===== src/rtl/expr_pkg.sv =====
// Shared definitions for the expression evaluator and its character classifier.
//   - state_t : evaluator FSM state encoding (2 bits)
//   - CH_*    : ASCII codes of the characters the stream may carry
package expr_pkg;

    typedef enum logic [1:0] {
        S_OPND = 2'd0,   // expecting a digit
        S_OPR  = 2'd1,   // expecting an operator
        S_ERR  = 2'd2    // absorbing error state
    } state_t;

    localparam logic [7:0] CH_0    = 8'h30;
    localparam logic [7:0] CH_9    = 8'h39;
    localparam logic [7:0] CH_PLUS = 8'h2B;
    localparam logic [7:0] CH_MUL  = 8'h2A;

endpackage


===== src/rtl/expr_char_class.sv =====
// Combinational ASCII classifier for the expression stream.
// Ports:
//   in       : ASCII character
//   is_digit : in is '0'..'9'
//   is_plus  : in is '+'
//   is_mul   : in is '*'
//   digit    : numeric value of in when is_digit, else 0
module expr_char_class
    import expr_pkg::*;
(
    input  logic [7:0] in,
    output logic       is_digit,
    output logic       is_plus,
    output logic       is_mul,
    output logic [3:0] digit
);

    logic [7:0] offset_s;

    assign offset_s = in - CH_0;

    // Decode the character class and digit value
    always_comb begin
        is_digit = 1'b0;
        is_plus  = 1'b0;
        is_mul   = 1'b0;
        digit    = 4'd0;
        if ((in >= CH_0) && (in <= CH_9)) begin
            is_digit = 1'b1;
            digit    = offset_s[3:0];
        end else begin
            is_plus = (in == CH_PLUS);
            is_mul  = (in == CH_MUL);
        end
    end

endmodule


===== src/rtl/expr_evaluator.sv =====
// Incremental evaluator for digit (op digit)* streams with '+' and '*',
// where '*' binds tighter than '+'. sum holds the closed additive part,
// term the product still being built.
// Ports:
//   clk      : clock, rising edge
//   clr      : synchronous active-low reset
//   in       : ASCII character
//   in_valid : in is consumed on this edge
//   valid    : consumed prefix is well-formed and ends in a digit
//   result   : value of the consumed prefix mod 2^W
//   err      : sticky illegal character / order
//   ovf      : sticky arithmetic overflow
module expr_evaluator
    import expr_pkg::*;
#(
    parameter int W = 16
) (
    input  logic         clk,
    input  logic         clr,
    input  logic [7:0]   in,
    input  logic         in_valid,
    output logic         valid,
    output logic [W-1:0] result,
    output logic         err,
    output logic         ovf
);

    state_t       state_r, state_n_s;
    logic [W-1:0] sum_r, sum_n_s;
    logic [W-1:0] term_r, term_n_s;
    logic [W-1:0] result_r, result_n_s;
    logic         mul_pend_r, mul_pend_n_s;
    logic         valid_r, err_r, ovf_r, ovf_n_s;

    logic         is_digit_s, is_plus_s, is_mul_s;
    logic [3:0]   digit_s;
    logic [W+3:0] prod_s;
    logic [W:0]   acc_s;
    logic [W-1:0] term_dig_s;
    logic [W:0]   res_s;
    logic         mul_ovf_s;

    expr_char_class u_class (
        .in       (in),
        .is_digit (is_digit_s),
        .is_plus  (is_plus_s),
        .is_mul   (is_mul_s),
        .digit    (digit_s)
    );

    // Arithmetic is computed wide so the discarded bits reveal overflow
    assign prod_s     = {4'd0, term_r} * {{W{1'b0}}, digit_s};
    assign acc_s      = {1'b0, sum_r} + {1'b0, term_r};
    assign term_dig_s = mul_pend_r ? prod_s[W-1:0] : {{(W-4){1'b0}}, digit_s};
    assign res_s      = {1'b0, sum_r} + {1'b0, term_dig_s};
    assign mul_ovf_s  = mul_pend_r && (prod_s[W+3:W] != 4'd0);

    // Next-state and datapath updates; everything holds unless a char is consumed
    always_comb begin
        state_n_s    = state_r;
        sum_n_s      = sum_r;
        term_n_s     = term_r;
        result_n_s   = result_r;
        mul_pend_n_s = mul_pend_r;
        ovf_n_s      = ovf_r;
        if (in_valid) begin
            case (state_r)
                S_OPND: begin
                    if (is_digit_s) begin
                        state_n_s    = S_OPR;
                        term_n_s     = term_dig_s;
                        mul_pend_n_s = 1'b0;
                        result_n_s   = res_s[W-1:0];
                        ovf_n_s      = ovf_r | mul_ovf_s | res_s[W];
                    end else begin
                        state_n_s = S_ERR;
                    end
                end
                S_OPR: begin
                    if (is_plus_s) begin
                        state_n_s = S_OPND;
                        sum_n_s   = acc_s[W-1:0];
                        term_n_s  = {W{1'b0}};
                        ovf_n_s   = ovf_r | acc_s[W];
                    end else if (is_mul_s) begin
                        state_n_s    = S_OPND;
                        mul_pend_n_s = 1'b1;
                    end else begin
                        state_n_s = S_ERR;
                    end
                end
                S_ERR:   state_n_s = S_ERR;
                default: state_n_s = S_ERR;
            endcase
        end else begin
            state_n_s = state_r;
        end
    end

    // State and output registers with synchronous active-low clear
    always_ff @(posedge clk) begin
        if (!clr) begin
            state_r    <= S_OPND;
            sum_r      <= {W{1'b0}};
            term_r     <= {W{1'b0}};
            result_r   <= {W{1'b0}};
            mul_pend_r <= 1'b0;
            valid_r    <= 1'b0;
            err_r      <= 1'b0;
            ovf_r      <= 1'b0;
        end else begin
            state_r    <= state_n_s;
            sum_r      <= sum_n_s;
            term_r     <= term_n_s;
            result_r   <= result_n_s;
            mul_pend_r <= mul_pend_n_s;
            valid_r    <= (state_n_s == S_OPR);
            err_r      <= (state_n_s == S_ERR);
            ovf_r      <= ovf_n_s;
        end
    end

    assign valid  = valid_r;
    assign result = result_r;
    assign err    = err_r;
    assign ovf    = ovf_r;

endmodule


===== config.mk =====
export PLATFORM = sky130hd
export DESIGN_NAME = expr_evaluator
export DESIGN_NICKNAME = d
export VERILOG_FILES = /design/src/rtl/expr_pkg.sv /design/src/rtl/expr_char_class.sv /design/src/rtl/expr_evaluator.sv
export SDC_FILE = /design/constraint.sdc
export NUM_CORES = 1
export LEC_CHECK = 0
export CELL_PAD_IN_SITES_DETAIL_PLACEMENT = 2
export CELL_PAD_IN_SITES_GLOBAL_PLACEMENT = 2
export CORE_UTILIZATION = 34
export DETAILED_ROUTE_END_ITERATION = 10
export MAX_ROUTING_LAYER = met4
export PLACE_DENSITY_LB_ADDON = 0.1
export SYNTH_ARGS = -nofsm -noshare
export SYNTH_HDL_FRONTEND = slang
export SYNTH_SLANG_ARGS = --single-unit
export TNS_END_PERCENT = 30

===== constraint.sdc =====
create_clock -name clk -period 5.1 [get_ports clk]
set_input_delay 0.51 -clock clk [delete_from_list [all_inputs] [get_ports clk]]
set_output_delay 0.51 -clock clk [all_outputs]
set_load 0.03 [all_outputs]

---- After elaboration in Yosys (flattened, before gate mapping) ----
Index checks and enable logic that the tools add are counted.
cells by class
  $add $sub $neg .......................... 3
  $mul .................................... 1
  magnitude comparators ................... 2
  equal/unequal tests ..................... 9
  muxes and demuxes ....................... 20
  bitwise operators ....................... 3
  reductions and logical operators ........ 9
operators with widths
  operator               number
  $mux W16               3
  $add A16 B16 Y17       2
  $pmux W16 S2           1
  $mul A16 B4 Y20        1
  $eq A8 B6 Y1 const B   2
  $ge A8 B6 Y1 const B   1
  $le A8 B6 Y1 const B   1
  $mux W1                8
  $mux W2                4
  $ne A2 B2 Y1 const B   4
  $reduce_and A3 Y1      2
  $reduce_and A5 Y1      1
  $eq A2 B1 Y1 const B   2
  $mux W4                1
  $pmux W1 S2            2
  $pmux W2 S2            1
  $reduce_and A4 Y1      1
  $reduce_bool A4 Y1     1
  $sub A4 B1 Y4 const B  1
  $or A1 B1 Y1           3
  $eq A2 B2 Y1 const B   1
  $logic_and A1 B1 Y1    2
  $logic_not A2 Y1       1
  $reduce_bool A2 Y1     1
word-level totals
  flip-flop bits (word level) ............. 54
  input port bits ......................... 11
  output and inout bits ................... 19
  word-level logic and storage cells ...... 55

---- Logic depth before layout (Yosys ltp) ----
  word-level depth ........................ 10
  depth in mapped cells ................... 26
  mapped depth without buffers ............ 26

---- Cells and area by module ----
A second synthesis with hierarchy kept.
second synthesis, totals
  cells, all modules ...................... 705
  area total of the unflattened synthesis .. 5525.3 um2
modules (own cells, without submodules)
  module           instances  cells each  area an instance (um2)  sequential area each (um2)
  expr_evaluator   1          693         5424.0                  1081.0
  expr_char_class  1          12          101.3                   0.0

---- Worst setup path before layout ----
OpenSTA, ideal clock, no wires.
  kind .................................... input to register
  from .................................... in in[7]
  to ...................................... reg ovf_r, in the netlist ovf
  library setup time ...................... 0.130 ns
  arrival ................................. 5.409 ns
  data required time ...................... 4.970 ns
  path slack .............................. -0.439 ns
  cell stages on the path ................. 24
  buffers on the path ..................... 2
  cell sequence ........................... nor3b_1 > and3_1 > clkbuf_1 > clkbuf_1 > and3_1 > fa_1 > inv_1 > fa_1 > inv_1 > ha_1 > nor2b_4 > o2111ai_2 > nand4b_1 > xor2_1 > and2_1 > ha_1 > and3_1 > or3_1 > a311oi_2 > a21oi_2 > o31ai_2 > nand2_1 > nor4_1 > a21oi_1
on the way
  longest elaborated chain between the ends .. 10
  elaborated cells between the ends (all ways) .. 19
  classes of those cells .................. add/sub (1); mul (1); order compare (2); eq/ne (3); mux (6); bitwise (2); reduce/logical (4)
RTL lines
  element                                                                   RTL line               text
  start: declaration                                                        expr_evaluator.sv:20   input logic [7:0] in,
  parallel branches: the longest is 10 deep, another holds $mul A16 B4 Y20  -
  end signal: assignment                                                    expr_evaluator.sv:119  ovf_r <= ovf_n_s;
  end: declaration                                                          expr_evaluator.sv:33   logic valid_r, err_r, ovf_r, ovf_n_s;
Several ways; the timed one is not identified. The select of a mux whose other input is x is not followed.
A chain may end at the register's enable or synchronous reset.

---- Final worst setup path ----
  from .................................... in in[7]
  to ...................................... reg result_r[14], in the netlist result[14]
on the way
  longest elaborated chain between the ends .. 6
  elaborated cells between the ends (all ways) .. 9
  classes of those cells .................. add/sub (1); mul (1); order compare (2); mux (3); reduce/logical (2)
RTL lines
  element                                              RTL line               text
  $ge A8 B6 Y1 / $le A8 B6 Y1 (equally long branches)  expr_char_class.sv:28  if ((in >= CH_0) && (in <= CH_9)) begin
  $logic_and A1 B1 Y1 *                                expr_char_class.sv:28
  $mux W4                                              expr_char_class.sv:28
  $mul A16 B4 Y20                                      expr_evaluator.sv:52   assign prod_s = {4'd0, term_r} * {{W{1'b0}}, digit_s};
  $mux W16                                             expr_evaluator.sv:54   assign term_dig_s = mul_pend_r ? prod_s[W-1:0] : {{(W-4){1'b0}}, digit_s};
  $add A16 B16 Y17                                     expr_evaluator.sv:55   assign res_s = {1'b0, sum_r} + {1'b0, term_dig_s};
  end signal: assignment                               expr_evaluator.sv:106  result_r <= {W{1'b0}};
  end signal: assignment                               expr_evaluator.sv:115  result_r <= result_n_s;
  end: declaration                                     expr_evaluator.sv:31   logic [W-1:0] result_r, result_n_s;
Every way passes the cells marked *; elsewhere a longest branch is shown, timed or not.

==> reports/metrics.yaml <==
drc: 0
synthFlopType: "dfxtp_1"
p_leak_nw: 3.58
initial_core_util: 0.353
yosysWarnings: 0
status: "finished, violations left"
rows: 46
synth_enable_flop_cells: 0
vias: 5759
grt_pass1_wl_um: 35400
synthArstFlopShare: 0
hold_path.class: "reg2reg"
drt-wirelength-per-cell_um: 20.9
worstPathRequired_ns: 5.33
path_cells: "buf_6 > nor3b_4 > and3_4 > and2_4 > nand2_4 > fa_1 > fa_2 > fa_2 > nor2b_4 > o2111ai_2 > and4_4 > nor2_4 > nor2_2 > nor3b_2 > ha_1 > o21a_4 > nor2b_4 > a311oi_4 > a21oi_2 > buf_4 > or4_4 > a21boi_2"
hold_slack_ns: 0.462
synth.most_common_cell: "nand2_1"
area.growth.synth_to_final_pct: 34.3
io_pins: 30
worstMarginPinSlew_ns: 1.02
irDropWorstVdd_v: 0.000133
worst_slack_ns: -0.295
power_density_nw_per_um2: 114
drv_cap: 0
dp_hpwl_um: 16400
crit_slowest_cell: "fa_1"
violations: "setup timing"
syn_nets: 815
drt-initial-drc-count: 200
hold_violations: 0
fillCellCount: 1742
skew_ns: 0.00748
grt.overflow.total: 0
crit_path_max_fanout: 7
layout-drive-gt1-share: 0.256
ys_seq_area_frac: 0.191
antenna_cells: 0
final_nets: 933
place.gp.congestion: 0.881
ctsLongestPathBuffers: 2
grt_pass1_vias: 6698
postCtsHoldBufs: 0
maxSlewViolCount: 0
cts_root_buf: "clkbuf_16"
die_h_um: 131
dr.pass1.iters: 4
cts.sinks: 54
clk_latency_ns: 0.30
port-buffer-count: 29
max_clock_freq_mhz: 185
critical_path_class: "in2reg"
max_slew_margin: 0.317
grt_use_total: 0.266
cts_tree: "done"
drt-total-wl_um: 22100
synth_top_cell_by_area: "dfxtp_1"
setup_viol: 4
fin_crit_sh: 1.06
arrival_ns: 5.63
slowest_delay_ns: 0.59
placed_cells: 1029
clkTransAtPathRegs_ns: 0.07
synth.cell_area_sq_um: 5670
avgSynthCellArea_sq_um: 7.90
netlist_top_cells_area: "dfxtp_1, ha_1, fa_1"
die_w_um: 131
cp-start-kind: "input pin"
htree_levels: 2
yosys_register_bits: 54
synth.distinct_cells: 70
synth_top_area_frac: 0.191
rsz0062_at_grt: "yes"
min_period_ns: 5.39
cts-buffers-inserted: 5
finalNonFillerCells: 1053
synthCells: 718
viasPerCell: 5.47
core_area_sq_um: 16100
cp-end-kind: "flop"
yosys-top-cells-count: "nand2_1, inv_1, ha_1, dfxtp_1, and3_1"
grt_start_max_net_pins: 70
antenna_found_initial: 0
dieArea_sq_um: 17200
ant_nets: 0
-- layout make-up --
class / count / area [sq um] / area share
multi-input cells: 571 / 4660 / 0.613
repair buffers: 143 / 1200 / 0.157
inverters: 61 / 231 / 0.0304
clock buffers: 8 / 166 / 0.0219
flip-flops and latches: 54 / 1080 / 0.142
well taps: 216 / 270 / 0.0355
-- worst max-delay path: cells and delay by family --
| kind | cells | cell delay, ns |
|---|---|---|
| simple gates | 11 | 2.11 |
| buf+inv | 2 | 0.24 |
| compound gates | 5 | 0.95 |
| fa+ha+maj | 4 | 1.81 |
-- timing repair --
action / 4_1_cts / 5_1_grt
buffers inserted: 11 / 3
setup endpoints to repair: 10 / 8
resized for setup: 77 / 24
cloned: 2 / 0
pin swaps: 45 / 22
-- cells in the final DEF (no fill, tap or decap), drive strengths merged, types with 3 or more instances in the layout --
| master | count |
|---|---|
| a22oi | 10 |
| inv | 61 |
| o31ai | 3 |
| dfxtp | 54 |
| a21boi | 13 |
| a31oi | 4 |
| clkdlybuf4s50 | 21 |
| nor2 | 39 |
| and2 | 22 |
| and3 | 54 |
| a32o | 3 |
| a211oi | 6 |
| nor3b | 11 |
| or3 | 3 |
| nand3 | 25 |
| nor3 | 11 |
| xor2 | 16 |
| o21a | 12 |
| fa | 30 |
| o211a | 3 |
| nand4 | 3 |
| nand4b | 5 |
| o21ai | 37 |
| a21o | 11 |
| buf | 119 |
| clkbuf | 8 |
| o211ai | 6 |
| a21oi | 34 |
| xnor2 | 11 |
| ha | 56 |
| mux2i | 3 |
| nand2 | 81 |
| nor2b | 21 |
-- registers in the layout (all words and copies together), names as in the netlist --
register	flops
mul_pend_r	1
valid	1
err	1
state_r	2
term_r	16
ovf	1
sum_r	16
result	16
-- power by group --
part / internal (W) / switching [W] / leakage [nW]
clock: 0.000223 / 0.000163 / 0.0832
sequential: 0.000423 / 0.000000999 / 0.435
combinational: 0.0000235 / 0.0000323 / 3.06
total: 0.000669 / 0.000196 / 3.58
-- logic make-up (layout without fill, tap and decap cells) --
logic type / count (synthesis) / count (layout) / synth area share
adder cells (fa/ha/maj): 86 / 86 / 0.230
flip-flops: 54 / 54 / 0.191
multiplexers: 5 / 5 / 0.00927
XOR/XNOR: 27 / 27 / 0.0417
AND/OR/NAND/NOR: 291 / 291 / 0.272
AO/OA/AOI/OAI: 162 / 162 / 0.194
buffers and inverters: 93 / 212 / 0.0627
-- routing by layer --
metal  global-route usage  routed length, um
met1                0.308               9690
met2                0.474              11400
met3               0.0220                335
met4                0.107                661
met5                    -                  0
-- final timing paths --
path	end	cells past startpoint	slack [ns]	from
min reg2reg	result[6]$_SDFFE_PN0P_	2	0.46	result[6]$_SDFFE_PN0P_
max	result[14]$_SDFFE_PN0P_	22	-0.29	in[7]
min	result[6]$_SDFFE_PN0P_	2	0.46	result[6]$_SDFFE_PN0P_
max reg2reg	result[14]$_SDFFE_PN0P_	21	0.16	term_r[1]$_SDFFE_PN0P_
-- through the flow --
stage | utilization | power (W) | area [sq um] | TNS, ns | worst slack [ns]
floorplan | - | 0.000457 | 5820 | 0 | 0.0248
global placement | 0.434 | 0.000482 | 6970 | -6.39 | -1.08
detailed placement | 0.434 | 0.000484 | 6970 | -8.62 | -1.31
CTS | 0.468 | 0.000874 | 7510 | -0.757 | -0.339
global route | 0.474 | 0.000890 | 7610 | -1.97 | -0.449
finish | 0.474 | 0.000865 | 7610 | -0.943 | -0.295
Note: power is estimated with default switching activity, not from simulation.
